## config.mk

```make
export PLATFORM = sky130hd
export DESIGN_NAME = matrix_result_tx_flat
export DESIGN_NICKNAME = d
export VERILOG_FILES = /design/src/rtl/matrix_result_tx_if.sv /design/src/rtl/matrix_result_tx.sv /design/src/flat_wrapper.sv
export SDC_FILE = /design/constraint.sdc
export NUM_CORES = 1
export LEC_CHECK = 0
export BUFFER_PORTS_ARGS = -buffer_cell sky130_fd_sc_hd__buf_4
export CAP_MARGIN = 20
export CORE_ASPECT_RATIO = 0.9
export CORE_MARGIN = 2
export CORE_UTILIZATION = 34
export DETAILED_ROUTE_END_ITERATION = 12
export REMOVE_ABC_BUFFERS = 1
export SYNTH_ARGS = -nofsm -noshare
export SYNTH_HDL_FRONTEND = slang
export SYNTH_SLANG_ARGS = --single-unit
```

## constraint.sdc

```tcl
create_clock -name i_clk -period 4.1 [get_ports i_clk]
set_input_delay 1.23 -clock i_clk [delete_from_list [all_inputs] [get_ports i_clk]]
set_output_delay 1.23 -clock i_clk [all_outputs]
set_load 0.1 [all_outputs]
```

## src/rtl/matrix_result_tx_if.sv

```systemverilog
// Start/result handshake and UART line status shared by matrix_result_tx and its user.
// With RESULT_TX_CHECKSUM_EN the byte index widens to reach the 65th (checksum) character.
interface matrix_result_tx_if #(
    parameter int N_WORDS    = 16,
    parameter int WORD_WIDTH = 32,
`ifdef RESULT_TX_CHECKSUM_EN
    parameter int IDX_W      = 7
`else
    parameter int IDX_W      = 6
`endif
);
    logic                          start;
    logic [N_WORDS*WORD_WIDTH-1:0] result;
    logic                          tx;
    logic                          busy;
    logic                          done;
    logic [IDX_W-1:0]              byte_idx;

    modport master (output start, output result, input tx, input busy, input done, input byte_idx);
    modport slave  (input start, input result, output tx, output busy, output done, output byte_idx);
endinterface

```

## src/rtl/matrix_result_tx.sv

```systemverilog
// Captures the 4x4 result matrix on start and sends it big-endian, row-major as UART characters.
// Optional macro RESULT_TX_CHECKSUM_EN appends an XOR-of-all-bytes checksum character.
module matrix_result_tx #(
    parameter int OVERSAMPLE  = 13,
    parameter int N_DATA_BITS = 8,
    parameter int STOP_BITS   = 1,
    parameter int N_WORDS     = 16,
    parameter int WORD_WIDTH  = 32
) (
    input  logic              i_clk,
    input  logic              i_reset,
    input  logic              i_en,
    matrix_result_tx_if.slave tx_if
);
    localparam int TOTAL_W = N_WORDS * WORD_WIDTH;
    localparam int N_CHARS = TOTAL_W / N_DATA_BITS;
`ifdef RESULT_TX_CHECKSUM_EN
    localparam int LAST_IDX = N_CHARS;
`else
    localparam int LAST_IDX = N_CHARS - 1;
`endif
    localparam int IDX_W  = $clog2(LAST_IDX + 1);
    localparam int TICK_W = (OVERSAMPLE > 1) ? $clog2(OVERSAMPLE) : 1;
    localparam int BIT_W  = (N_DATA_BITS > 1) ? $clog2(N_DATA_BITS) : 1;

    // state | meaning
    // IDLE  | line high, waiting for start
    // START | start bit (low)
    // DATA  | N_DATA_BITS data bits, LSB first
    // STOP  | STOP_BITS stop bits (high)
    // NEXT  | single clock to advance to the next character
    typedef enum logic [2:0] {IDLE, START, DATA, STOP, NEXT} state_t;

    state_t                   state_q;
    logic [TICK_W-1:0]        tick_q;
    logic [BIT_W-1:0]         bit_q;
    logic                     stop_q;
    logic [IDX_W-1:0]         k_q;
    logic [TOTAL_W-1:0]       shadow_q;
    logic [N_DATA_BITS-1:0]   shreg_q;
    logic                     tx_q;
    logic                     busy_q;
    logic                     done_q;
`ifdef RESULT_TX_CHECKSUM_EN
    logic [N_DATA_BITS-1:0]   csum_q;
`endif

    logic                     bit_end;
    logic [IDX_W-1:0]         k_next_d;
    logic [N_DATA_BITS-1:0]   char_next_d;

    // Character 0 is the most significant slice: C[0][0] top byte.
    function automatic logic [N_DATA_BITS-1:0] char_at(input logic [TOTAL_W-1:0] src, input int idx);
        if (idx >= N_CHARS) return '0;
        return src[(N_CHARS-1-idx)*N_DATA_BITS +: N_DATA_BITS];
    endfunction

    assign bit_end = i_en && (tick_q == TICK_W'(OVERSAMPLE - 1));

    always_comb begin
        k_next_d    = k_q + 1'b1;
        char_next_d = char_at(shadow_q, int'(k_next_d));
`ifdef RESULT_TX_CHECKSUM_EN
        if (int'(k_q) == N_CHARS - 1) char_next_d = csum_q;
`endif
    end

    always_ff @(posedge i_clk) begin
        if (i_reset) begin
            state_q  <= IDLE;
            tick_q   <= '0;
            bit_q    <= '0;
            stop_q   <= 1'b0;
            k_q      <= '0;
            shadow_q <= '0;
            shreg_q  <= '0;
            tx_q     <= 1'b1;
            busy_q   <= 1'b0;
            done_q   <= 1'b0;
`ifdef RESULT_TX_CHECKSUM_EN
            csum_q   <= '0;
`endif
        end else begin
            done_q <= 1'b0;
            if (i_en && (state_q == START || state_q == DATA || state_q == STOP))
                tick_q <= bit_end ? '0 : tick_q + 1'b1;

            case (state_q)
                IDLE: begin
                    tx_q <= 1'b1;
                    if (tx_if.start) begin
                        shadow_q <= tx_if.result;
                        shreg_q  <= char_at(tx_if.result, 0);
                        k_q      <= '0;
                        tick_q   <= '0;
                        bit_q    <= '0;
                        stop_q   <= 1'b0;
                        tx_q     <= 1'b0;
                        busy_q   <= 1'b1;
                        state_q  <= START;
`ifdef RESULT_TX_CHECKSUM_EN
                        csum_q   <= char_at(tx_if.result, 0);
`endif
                    end
                end
                START: begin
                    if (bit_end) begin
                        tx_q    <= shreg_q[0];
                        shreg_q <= shreg_q >> 1;
                        bit_q   <= '0;
                        state_q <= DATA;
                    end
                end
                DATA: begin
                    if (bit_end) begin
                        if (bit_q == BIT_W'(N_DATA_BITS - 1)) begin
                            tx_q    <= 1'b1;
                            stop_q  <= 1'b0;
                            state_q <= STOP;
                        end else begin
                            tx_q    <= shreg_q[0];
                            shreg_q <= shreg_q >> 1;
                            bit_q   <= bit_q + 1'b1;
                        end
                    end
                end
                STOP: begin
                    if (bit_end) begin
                        if (stop_q == 1'(STOP_BITS - 1)) begin
                            if (int'(k_q) == LAST_IDX) begin
                                done_q  <= 1'b1;
                                busy_q  <= 1'b0;
                                state_q <= IDLE;
                            end else begin
                                state_q <= NEXT;
                            end
                        end else begin
                            stop_q <= 1'b1;
                        end
                    end
                end
                NEXT: begin
                    k_q     <= k_next_d;
                    shreg_q <= char_next_d;
                    tick_q  <= '0;
                    stop_q  <= 1'b0;
                    tx_q    <= 1'b0;
                    state_q <= START;
`ifdef RESULT_TX_CHECKSUM_EN
                    if (int'(k_next_d) < N_CHARS) csum_q <= csum_q ^ char_next_d;
`endif
                end
                default: state_q <= IDLE;
            endcase
        end
    end

    assign tx_if.tx       = tx_q;
    assign tx_if.busy     = busy_q;
    assign tx_if.done     = done_q;
    assign tx_if.byte_idx = k_q;

endmodule

```

## src/flat_wrapper.sv

```systemverilog
// flat-port wrapper written by rule: the top's interface ports become plain ports
module matrix_result_tx_flat 
#(
    parameter int OVERSAMPLE  = 13,
    parameter int N_DATA_BITS = 8,
    parameter int STOP_BITS   = 1,
    parameter int N_WORDS     = 16,
    parameter int WORD_WIDTH  = 32
)
  (i_clk, i_reset, i_en, tx_if_start, tx_if_result, tx_if_tx, tx_if_busy, tx_if_done, tx_if_byte_idx);
  matrix_result_tx_if #(.N_WORDS(N_WORDS), .WORD_WIDTH(WORD_WIDTH), .IDX_W((6))) tx_if_i ();
  input  logic i_clk;
  input  logic i_reset;
  input  logic i_en;
  input wire logic [$bits(tx_if_i.start)-1:0] tx_if_start;
  input wire logic [$bits(tx_if_i.result)-1:0] tx_if_result;
  output wire logic [$bits(tx_if_i.tx)-1:0] tx_if_tx;
  output wire logic [$bits(tx_if_i.busy)-1:0] tx_if_busy;
  output wire logic [$bits(tx_if_i.done)-1:0] tx_if_done;
  output wire logic [$bits(tx_if_i.byte_idx)-1:0] tx_if_byte_idx;
  assign tx_if_i.start = tx_if_start;
  assign tx_if_i.result = tx_if_result;
  assign tx_if_tx = tx_if_i.tx;
  assign tx_if_busy = tx_if_i.busy;
  assign tx_if_done = tx_if_i.done;
  assign tx_if_byte_idx = tx_if_i.byte_idx;
  matrix_result_tx #(.OVERSAMPLE(OVERSAMPLE), .N_DATA_BITS(N_DATA_BITS), .STOP_BITS(STOP_BITS), .N_WORDS(N_WORDS), .WORD_WIDTH(WORD_WIDTH)) u_core (.i_clk(i_clk), .i_reset(i_reset), .i_en(i_en), .tx_if(tx_if_i));
endmodule
```

==> reports/results.md, run 1 <==
### Cells and area
- 0.0108 mm² — total area of sequential cells
- 0.0113 mm² — multi-input combinational cell area
- 44.1% — utilization after layout
- 3718 — Total Nets Final
- 6798 — filler cell count in the final layout
- 24.8% — fraction of layout instances using a drive strength above 1
- 27.9% — area growth from synthesis to layout

### Place
- 0.794 — weighted congestion at the end of routability-driven global placement
- 524 — Buffers on Ports
- 51.5 mm — sum of net half-perimeters after detailed placement

### Clock network
- 0 — post-CTS setup buffers
- 60 ps — clk slew on worst S/H paths
- 0 — count of hold-fix buffers inserted at cts
- 3 — worst-case clock buffer depth
- 600 ps — clock latency on the worst-skew pair
- 2 — CTS H-Tree Depth
- sky130_fd_sc_hd__clkbuf_16 — clock root cell
- 539 — count of clock tree sinks
- 57 — Num CTS Buffers
- done — CTS tree
- 0 — post-cts resize count

### Logic synthesis
- 0 — Syn. warnings
- 0.0232 mm² — post-synthesis cell area
- 0.270% — post-synthesis adder-cell area fraction
- 539 — number of flip-flops and latches in the synthesized netlist
- simple AND/OR/NAND/NOR gates — dominant combinational cell family by area after synthesis
- 0% — share of synthesized registers carrying an async set or reset
- 13.4% — area fraction in compound gates after synthesis
- 13.0% — multiplexer share of the synthesized area
- 0 — number of enable-type register cells in the synthesized netlist
- 21.7% — simple logic cell fraction of the synthesized area
- sky130_fd_sc_hd__dfxtp_1 — prevailing post-synth register cell
- 46.5% — register area share after synthesis
- 8.31 µm² — per-instance average area after synthesis
- 50 — distinct cell type count after synthesis
- 0.221% — Post-Synth XOR/XNOR Area
- 2792 — Syn Inst Count

### Critical path
- 2870 ps — Critical Path RT
- flip-flop to output pin — type of the worst setup path
- 1760 ps — signal arrival time at the worst endpoint
- u_core.tx_if.byte_idx[2]$_SDFFE_PP0P_ — timing startpoint of the critical path
- 7 — Worst Reg-to-Reg Cells
- sky130_fd_sc_hd__dfxtp_1 — cell with the biggest individual delay on the critical path
- u_core.tx_if.byte_idx[0]$_SDFFE_PP0P_ — FF-to-FF Start
- u_core.shreg_q[1]$_SDFFE_PP0P_ — capture instance of the worst register-to-register path
- flip-flops — CP top delay family
- output pin — Critical Path End Type
- flip-flop — type of origin of the critical path
- 1 — number of buffers and inverters on the critical path
- 1210 ps — R2R Setup Slk
- 9 — critical path peak fanout
- buf_4 — series of cell instances along the critical path
- 720 ps — peak per-stage delay on the critical path

### Timing
- 885 ps — worst-margin pin slew
- 0 — number of hold violations in the final report
- 335 MHz — timing-limited maximum frequency
- 8.56 ps — Worst Clk Skew
- false — RSZ-0062 raised after global routing
- 41.0% — relative slew slack
- 0 — final count of pins violating max slew
- 0 ps — total negative setup slack
- 2990 ps — final period demand of the worst path
- 0 — final setup violation count
- 72.9% — share of the clock period used by the worst path after layout

### Worst hold path
- u_core.shadow_q[130]$_SDFFE_PP0P_ — launch instance of the worst min-delay path
- flip-flop to flip-flop — worst hold path class
- u_core.shadow_q[130]$_SDFFE_PP0P_ — Hold Path Sink
- 2 — Hold Path Stages

### Pwr
- 0.321 mV — Peak supply drop
- 423 mW/mm² — cell area power density
- 11.6 nW — static leakage power

### Die
- 279 µm — die span in x
- 34.5% — initial cell density of the core
- 0.0703 mm² — die footprint
- 90 — placement row count
- 525 — number of top-level pins
- 0.0672 mm² — Core Footprint
- 252 µm — die extent in y

### Routing
- 0 — drc violations
- 0 — ANT nets after route
- 20700 — vias
- 18.1 µm — Routed WL per cell
- 1407 — drt first-iter violations
- 4 — first-pass iteration count of the detailed router
- 74.5 mm — Total Wirelength
- 5.03 — post-DR vias/cell

### Global route
- 0 — Congestion Overflow GR
- 142 — pin count of the biggest net entering global routing
- 20100 — number of global-route vias before repair
- 20.6% — Total Routing Usage GR
- 8 — initial antenna violation count
- 114 mm — global-route wire length before repair

### Flow run
- 0 — reported max-cap violation count

### Run status
- finished, final reports clean — run status

[power by group]
| group | switching [mW] | internal (mW) |
|---|---|---|
| Clock | 2.19 | 3.15 |
| Sequential | 0.166 | 5.57 |
| Combinational | 0.776 | 0.711 |
[flip-flops by register name, indices dropped and copies added (netlist names)]
signal,flops
u_core.bit_q,3
u_core.shadow_q,512
u_core.shreg_q,8
u_core.state_q,3
u_core.tick_q,4
u_core.tx_if.busy,1
u_core.tx_if.byte_idx,6
u_core.tx_if.done,1
u_core.tx_if.tx,1
[routing by layer]
metal	track usage, %	wire, µm	vias to the layer above	share of wire (%)
met5	0	79	-	0.11
met4	6.04	1920	14	2.6
met3	4.58	4990	122	6.7
met2	33.6	35300	519	47
met1	27.3	32200	9851	43
li1	-	-	10200	-
[per-stage QoR]
step	hold WS [ps]	cells	area (µm²)	total power, mW	worst slack [ps]
CTS	451	4114	29700	12.7	1060
finish	448	4115	29700	12.6	1110
detailed placement	443	4012	27700	7.36	1050
floorplan	425	2562	22100	6.79	-13750
global placement	439	4012	27700	7.34	1130
global route	463	4115	29700	13.1	939
[cells in the final DEF, fill, tap and decap left out, types with 3 or more instances in the layout]
| cell type | instances |
|---|---|
| sky130_fd_sc_hd__nand2_1 | 1170 |
| sky130_fd_sc_hd__buf_4 | 559 |
| sky130_fd_sc_hd__dfxtp_1 | 538 |
| sky130_fd_sc_hd__a21oi_1 | 526 |
| sky130_fd_sc_hd__mux4_2 | 123 |
| sky130_fd_sc_hd__clkbuf_16 | 59 |
| sky130_fd_sc_hd__nand3_1 | 44 |
| sky130_fd_sc_hd__nor2_1 | 20 |
| sky130_fd_sc_hd__buf_12 | 16 |
| sky130_fd_sc_hd__clkbuf_8 | 12 |
| sky130_fd_sc_hd__mux2i_1 | 11 |
| sky130_fd_sc_hd__a31oi_1 | 11 |
| sky130_fd_sc_hd__nand4_1 | 11 |
| sky130_fd_sc_hd__clkbuf_1 | 11 |
| sky130_fd_sc_hd__a311oi_1 | 10 |
| sky130_fd_sc_hd__and2_1 | 9 |
| sky130_fd_sc_hd__clkinv_2 | 9 |
| sky130_fd_sc_hd__nand2b_1 | 7 |
| sky130_fd_sc_hd__o221ai_1 | 7 |
| sky130_fd_sc_hd__nor3_1 | 5 |
| sky130_fd_sc_hd__o21ai_0 | 5 |
| sky130_fd_sc_hd__mux4_1 | 5 |
| sky130_fd_sc_hd__bufinv_16 | 5 |
| sky130_fd_sc_hd__inv_1 | 4 |
| sky130_fd_sc_hd__or3_1 | 4 |
| sky130_fd_sc_hd__a32oi_1 | 4 |
| sky130_fd_sc_hd__ha_1 | 4 |
| sky130_fd_sc_hd__clkinvlp_4 | 4 |
| sky130_fd_sc_hd__a22oi_1 | 3 |
| sky130_fd_sc_hd__a211o_1 | 3 |
[cell usage after synthesis (all sizes together), types with 10 or more instances]
| library cell | number | area, µm² |
|---|---|---|
| a21oi | 526 | 2630 |
| a311oi | 10 | 87.6 |
| a31oi | 11 | 68.8 |
| and2 | 11 | 68.8 |
| buf | 147 | 820 |
| clkbuf | 83 | 312 |
| dfxtp | 539 | 10800 |
| mux2i | 11 | 110 |
| mux4 | 128 | 2900 |
| nand2 | 1170 | 4390 |
| nand3 | 45 | 238 |
| nand4 | 11 | 68.8 |
| nor2 | 21 | 78.8 |
[cell type report]
| class | instances | share of cell area, % |
|---|---|---|
| repair buffers | 576 | 15.3 |
| flip-flops and latches | 539 | 36.4 |
| clock buffers | 82 | 5.67 |
| well taps | 874 | 3.69 |
| diodes | 1 | 0.00843 |
| inverters | 4 | 0.0506 |
| multi-input cells | 2019 | 38.1 |
| clock inverters | 20 | 0.818 |
[worst max-delay path by stage]
| stage | to | cells after the start |
|---|---|---|
| after floorplan | u_core.shreg_q[7]$_SDFFE_PP0P_ | 5 |
| after global placement | u_core.shreg_q[7]$_SDFFE_PP0P_ | 7 |
| after detailed placement | u_core.shreg_q[7]$_SDFFE_PP0P_ | 7 |
| after CTS | tx_if_byte_idx[0] | 2 |
| after global routing | u_core.shreg_q[3]$_SDFFE_PP0P_ | 7 |
| final | tx_if_byte_idx[2] | 1 |
[cell families (layout without fill, tap and decap cells)]
group,after synthesis,count (layout)
fa+ha+maj,5,5
xor+xnor,5,5
flops,539,539
other cells,0,1
compound gates,584,584
buf+inv,234,682
mux,139,139
simple gates,1286,1286
No activity file was read; power rests on OpenSTA's default activity.
==> inputs of run 2 (changes only) <==
--- a/config.mk
+++ b/config.mk
@@ -5,6 +5,7 @@
 export SDC_FILE = /design/constraint.sdc
 export NUM_CORES = 1
 export LEC_CHECK = 0
+export ABC_AREA = 1
 export BUFFER_PORTS_ARGS = -buffer_cell sky130_fd_sc_hd__buf_4
 export CAP_MARGIN = 20
 export CORE_ASPECT_RATIO = 0.9
==> constraint.sdc (replaced) <==
create_clock -name i_clk -period 2.5 [get_ports i_clk]
set_input_delay 0.75 -clock i_clk [delete_from_list [all_inputs] [get_ports i_clk]]
set_output_delay 0.75 -clock i_clk [all_outputs]
set_load 0.1 [all_outputs]
==> run 2 against run 1 <==
Wire length up 17%. Area after synthesis up 4.6%. Die area up 4.5%. Setup slack worse by 1000 ps. Clock skew up 13 ps. Combinational power rose to 5.4 times the previous value. Count of clock-buffer cells in the layout down 1. Clock power up 66%. Cell count up 18%. Largest cell class is now registers. Highest routed layer unchanged.
==> reports/results.md, run 2 <==
### Critical path
- 11 — Worst Reg-to-Reg Cells, was 7
- flip-flop to output pin — type of the worst setup path, unchanged
- 1670 ps — signal arrival time at the worst endpoint, was 1760 ps
- u_core.tx_if.byte_idx[0]$_SDFFE_PP0P_ — FF-to-FF Start, unchanged
- flip-flop — type of origin of the critical path, unchanged
- 1750 ps — Critical Path RT, was 2870 ps
- tx_if_byte_idx[0] — termination of the worst setup path, was tx_if_byte_idx[2]
- output pin — Critical Path End Type, unchanged
- 140 ps — R2R Setup Slk, was 1210 ps
- 42 — critical path peak fanout, was 9
- u_core.shreg_q[5]$_SDFFE_PP0P_ — capture instance of the worst register-to-register path, was u_core.shreg_q[1]$_SDFFE_PP0P_
- u_core.tx_if.byte_idx[0]$_SDFFE_PP0P_ — timing startpoint of the critical path, was u_core.tx_if.byte_idx[2]$_SDFFE_PP0P_

### Timing
- 0 — number of hold violations in the final report, unchanged
- 59.3% — relative slew slack, was 41.0%
- 96.7% — share of the clock period used by the worst path after layout
- 2420 ps — final period demand of the worst path
- 419 ps — worst hold slack after final layout, was 448 ps
- 0 — final count of pins violating max slew, unchanged
- 413 MHz — timing-limited maximum frequency
- 0 ps — total negative setup slack, unchanged
- true — RSZ-0062 raised after global routing, was false
- 610 ps — worst-margin pin slew, was 885 ps
- 0 — final setup violation count, unchanged
- 21.4 ps — Worst Clk Skew, was 8.56 ps

### Global route
- 0 — Congestion Overflow GR, unchanged
- 22900 — number of global-route vias before repair, was 20100
- 132 mm — global-route wire length before repair, was 114 mm
- 114 — pin count of the biggest net entering global routing, was 142
- 9 — initial antenna violation count, was 8
- 22.7% — Total Routing Usage GR, was 20.6%

### Logic synthesis
- 44.5% — fraction of post-synthesis cell area in the top cell type by area, was 46.5%
- sky130_fd_sc_hd__dfxtp_1 — prevailing post-synth register cell, unchanged
- sky130_fd_sc_hd__dfxtp_1 — library cell with the largest summed area after synthesis, unchanged
- 0 — number of enable-type register cells in the synthesized netlist, unchanged
- sky130_fd_sc_hd__a21oi_1 — cell with the most instances after synthesis, was sky130_fd_sc_hd__nand2_1
- 552 x sky130_fd_sc_hd__a21oi_1, 551 x sky130_fd_sc_hd__nand2_1, 539 x sky130_fd_sc_hd__dfxtp_1, 499 x sky130_fd_sc_hd__nand3_1, 469 x sky130_fd_sc_hd__o21ai_0 — leading cell types by count after synthesis, was 1170 x sky130_fd_sc_hd__nand2_1, 539 x sky130_fd_sc_hd__dfxtp_1, 526 x sky130_fd_sc_hd__a21oi_1, 124 x sky130_fd_sc_hd__buf_2, 123 x sky130_fd_sc_hd__mux4_2
- 44.5% — register area share after synthesis, was 46.5%
- 6.98 µm² — per-instance average area after synthesis, was 8.31 µm²
- 0 — Syn. warnings, unchanged
- 0% — share of synthesized registers carrying an async set or reset, unchanged
- 0.0242 mm² — post-synthesis cell area, was 0.0232 mm²
- 31 — distinct cell type count after synthesis, was 50
- sky130_fd_sc_hd__dfxtp_1 44%, sky130_fd_sc_hd__a21oi_1 11%, sky130_fd_sc_hd__nand3_1 10%, sky130_fd_sc_hd__o21ai_0 9.7%, sky130_fd_sc_hd__nand2_1 8.5% — leading post-synthesis cells by cell area, was sky130_fd_sc_hd__dfxtp_1 47%, sky130_fd_sc_hd__nand2_1 19%, sky130_fd_sc_hd__mux4_2 12%, sky130_fd_sc_hd__a21oi_1 11%, sky130_fd_sc_hd__buf_2 2.7%
- 539 — number of flip-flops and latches in the synthesized netlist, unchanged
- 3472 — Syn Inst Count, was 2792

### Routing
- 24300 — vias, was 20700
- 5.01 — post-DR vias/cell, was 5.03
- 6 — first-pass iteration count of the detailed router, was 4
- 17.9 µm — Routed WL per cell, was 18.1 µm
- 1922 — drt first-iter violations, was 1407
- 0 — drc violations, unchanged
- 0 — ANT nets after route, unchanged
- 86.8 mm — Total Wirelength, was 74.5 mm

### Pwr
- 9.44 mW — Sw Pwr, was 3.13 mW
- 0.507 mV — Peak supply drop, was 0.321 mV
- 19.1 mW — Power Internal, was 9.44 mW
- 909 mW/mm² — cell area power density, was 423 mW/mm²
- 13.4 nW — static leakage power, was 11.6 nW
- 33.1% — sw frac, was 24.9%
- 40.5% — sequential fraction of design power, was 45.7%
- 28.5 mW — post-route total power, was 12.6 mW
- 31.1% — share of power burned in the clock network, was 42.5%
- 28.4% — combinational power share, was 11.8%

### Cells and area
- 29.5% — area growth from synthesis to layout, was 27.9%
- u_core.shadow_q — register bank with the most flops, unchanged
- 4846 — number of cells in the finished layout apart from fillers, was 4115
- 44.6% — utilization after layout, was 44.1%
- 18.7% — fraction of layout instances using a drive strength above 1, was 24.8%
- 7248 — filler cell count in the final layout, was 6798
- sky130_fd_sc_hd__buf_4 — commonest non-fill, non-tap cell in the layout, was sky130_fd_sc_hd__nand2_1
- 0.0105 mm² — multi-input combinational cell area, was 0.0113 mm²
- 512 — max reg flops, unchanged
- 4375 — Total Nets Final, was 3718
- 566 x sky130_fd_sc_hd__buf_4, 552 x sky130_fd_sc_hd__a21oi_1, 549 x sky130_fd_sc_hd__nand2_1 — most used cells in the layout excluding fill and tap cells, was 1170 x sky130_fd_sc_hd__nand2_1, 559 x sky130_fd_sc_hd__buf_4, 538 x sky130_fd_sc_hd__dfxtp_1
- 0.0108 mm² — total area of sequential cells, unchanged

### Clock network
- 70 ps — clk slew on worst S/H paths, was 60 ps
- 610 ps — clock latency on the worst-skew pair, was 600 ps
- sky130_fd_sc_hd__clkbuf_16 — clock root cell, unchanged
- 539 — count of clock tree sinks, unchanged
- 0 — count of hold-fix buffers inserted at cts, unchanged
- 2 — CTS H-Tree Depth, unchanged
- done — CTS tree, unchanged
- 3 — worst-case clock buffer depth, unchanged
- 58 — Num CTS Buffers, was 57
- 0 — post-CTS setup buffers, unchanged

### Die
- 0.0703 mm² — Core Footprint, was 0.0672 mm²
- 34.5% — initial cell density of the core, about the same
- 257 µm — die extent in y, was 252 µm
- 286 µm — die span in x, was 279 µm
- 0.0735 mm² — die footprint, was 0.0703 mm²
- 92 — placement row count, was 90
- 525 — number of top-level pins, unchanged

### Run status
- finished, final reports clean — run status, unchanged

### Worst hold path
- primary input to flip-flop — worst hold path class, was flip-flop to flip-flop

### Place
- 0.849 — weighted congestion at the end of routability-driven global placement, was 0.794
- 59.1 mm — sum of net half-perimeters after detailed placement, was 51.5 mm
- 524 — Buffers on Ports, unchanged
- 4733 — post-placement cell count, was 4012

### Flow run
- 0 — reported max-cap violation count, unchanged

-- run 2: cell types whose count changed after synthesis, sizes merged, moves of 11 or more --
cell    change
a21oi      +26
and2       -11
buf        -12
clkbuf     +71
inv       +460
mux2i      -11
mux4      -128
nand2     -619
nand3     +454
o211ai     +54
o21ai     +464
-- run 2: layout make-up --
type / instances / share of cell area [%]
clock buffers: 81 / 5.35
inverters: 467 / 5.63
multi-input cells: 2177 / 33.5
repair buffers: 611 / 16.5
clock inverters: 27 / 0.912
diodes: 4 / 0.0319
well taps: 940 / 3.75
flip-flops and latches: 539 / 34.4
-- run 2: cell families after synthesis --
group                      synth area share [%]
AOI/OAI and AO/OA                          23.2
and+or+nand+nor                            19.4
buffers and inverters                      12.4
DFF                                        44.5
adders and majority gates                 0.258
xor gates and xnor gates                  0.206
-- run 2: how the worst min path moves through the flow --
stage / startpoint / end / slack, ps / cells past startpoint
3_5_place_dp: u_core.shadow_q[499]$_SDFFE_PP0P_ / u_core.shadow_q[499]$_SDFFE_PP0P_ / 440 / 2
4_1_cts: tx_if_result[292] / u_core.shadow_q[292]$_SDFFE_PP0P_ / 370 / 3
6_report: tx_if_result[292] / u_core.shadow_q[292]$_SDFFE_PP0P_ / 420 / 3
3_3_place_gp: u_core.shadow_q[503]$_SDFFE_PP0P_ / u_core.shadow_q[503]$_SDFFE_PP0P_ / 440 / 2
2_1_floorplan: u_core.shadow_q[114]$_SDFFE_PP0P_ / u_core.shadow_q[114]$_SDFFE_PP0P_ / 430 / 2
5_1_grt: tx_if_result[98] / u_core.shadow_q[98]$_SDFFE_PP0P_ / 400 / 3
-- run 2: per-stage QoR --
step           setup WS [ps]  instance area, µm²
2_1_floorplan         -14390               23000
3_3_place_gp             163               29400
3_5_place_dp             156               29400
4_1_cts                 2.41               31300
5_1_grt                -2.89               31400
6_report                81.4               31400
-- run 2: power groups by stage --
stage               clock network, mW  registers, mW  logic (mW)
CTS                              9.08           11.6        8.12
global route                     9.45           11.8        9.20
global placement                    0           11.7        8.03
floorplan                           0           10.1        2.84
finish                           8.88           11.6        8.09
detailed placement                  0           11.7        8.08
-- run 2: timing repair --
action / in CTS / in global routing
setup endpoints to repair: 1 / 1
pin swaps: 0 / 0
resized for setup: 2 / 3
cloned: 0 / 1
-- run 2: worst max-delay path, cell delays in order (launching register included) --
cell and delay [ps]:
sky130_fd_sc_hd__dfxtp_4 480, sky130_fd_sc_hd__buf_16 270, sky130_fd_sc_hd__buf_6 270
-- run 2: layer usage --
metal | up-vias | global-route usage (%) | part of all wire, %
li1 | 12200 | - | -
met1 | 11200 | 30.7 | 44
met2 | 712 | 37.3 | 47
met3 | 139 | 3.60 | 6.0
met4 | 8 | 6.73 | 2.6
met5 | - | 0 | 0.062
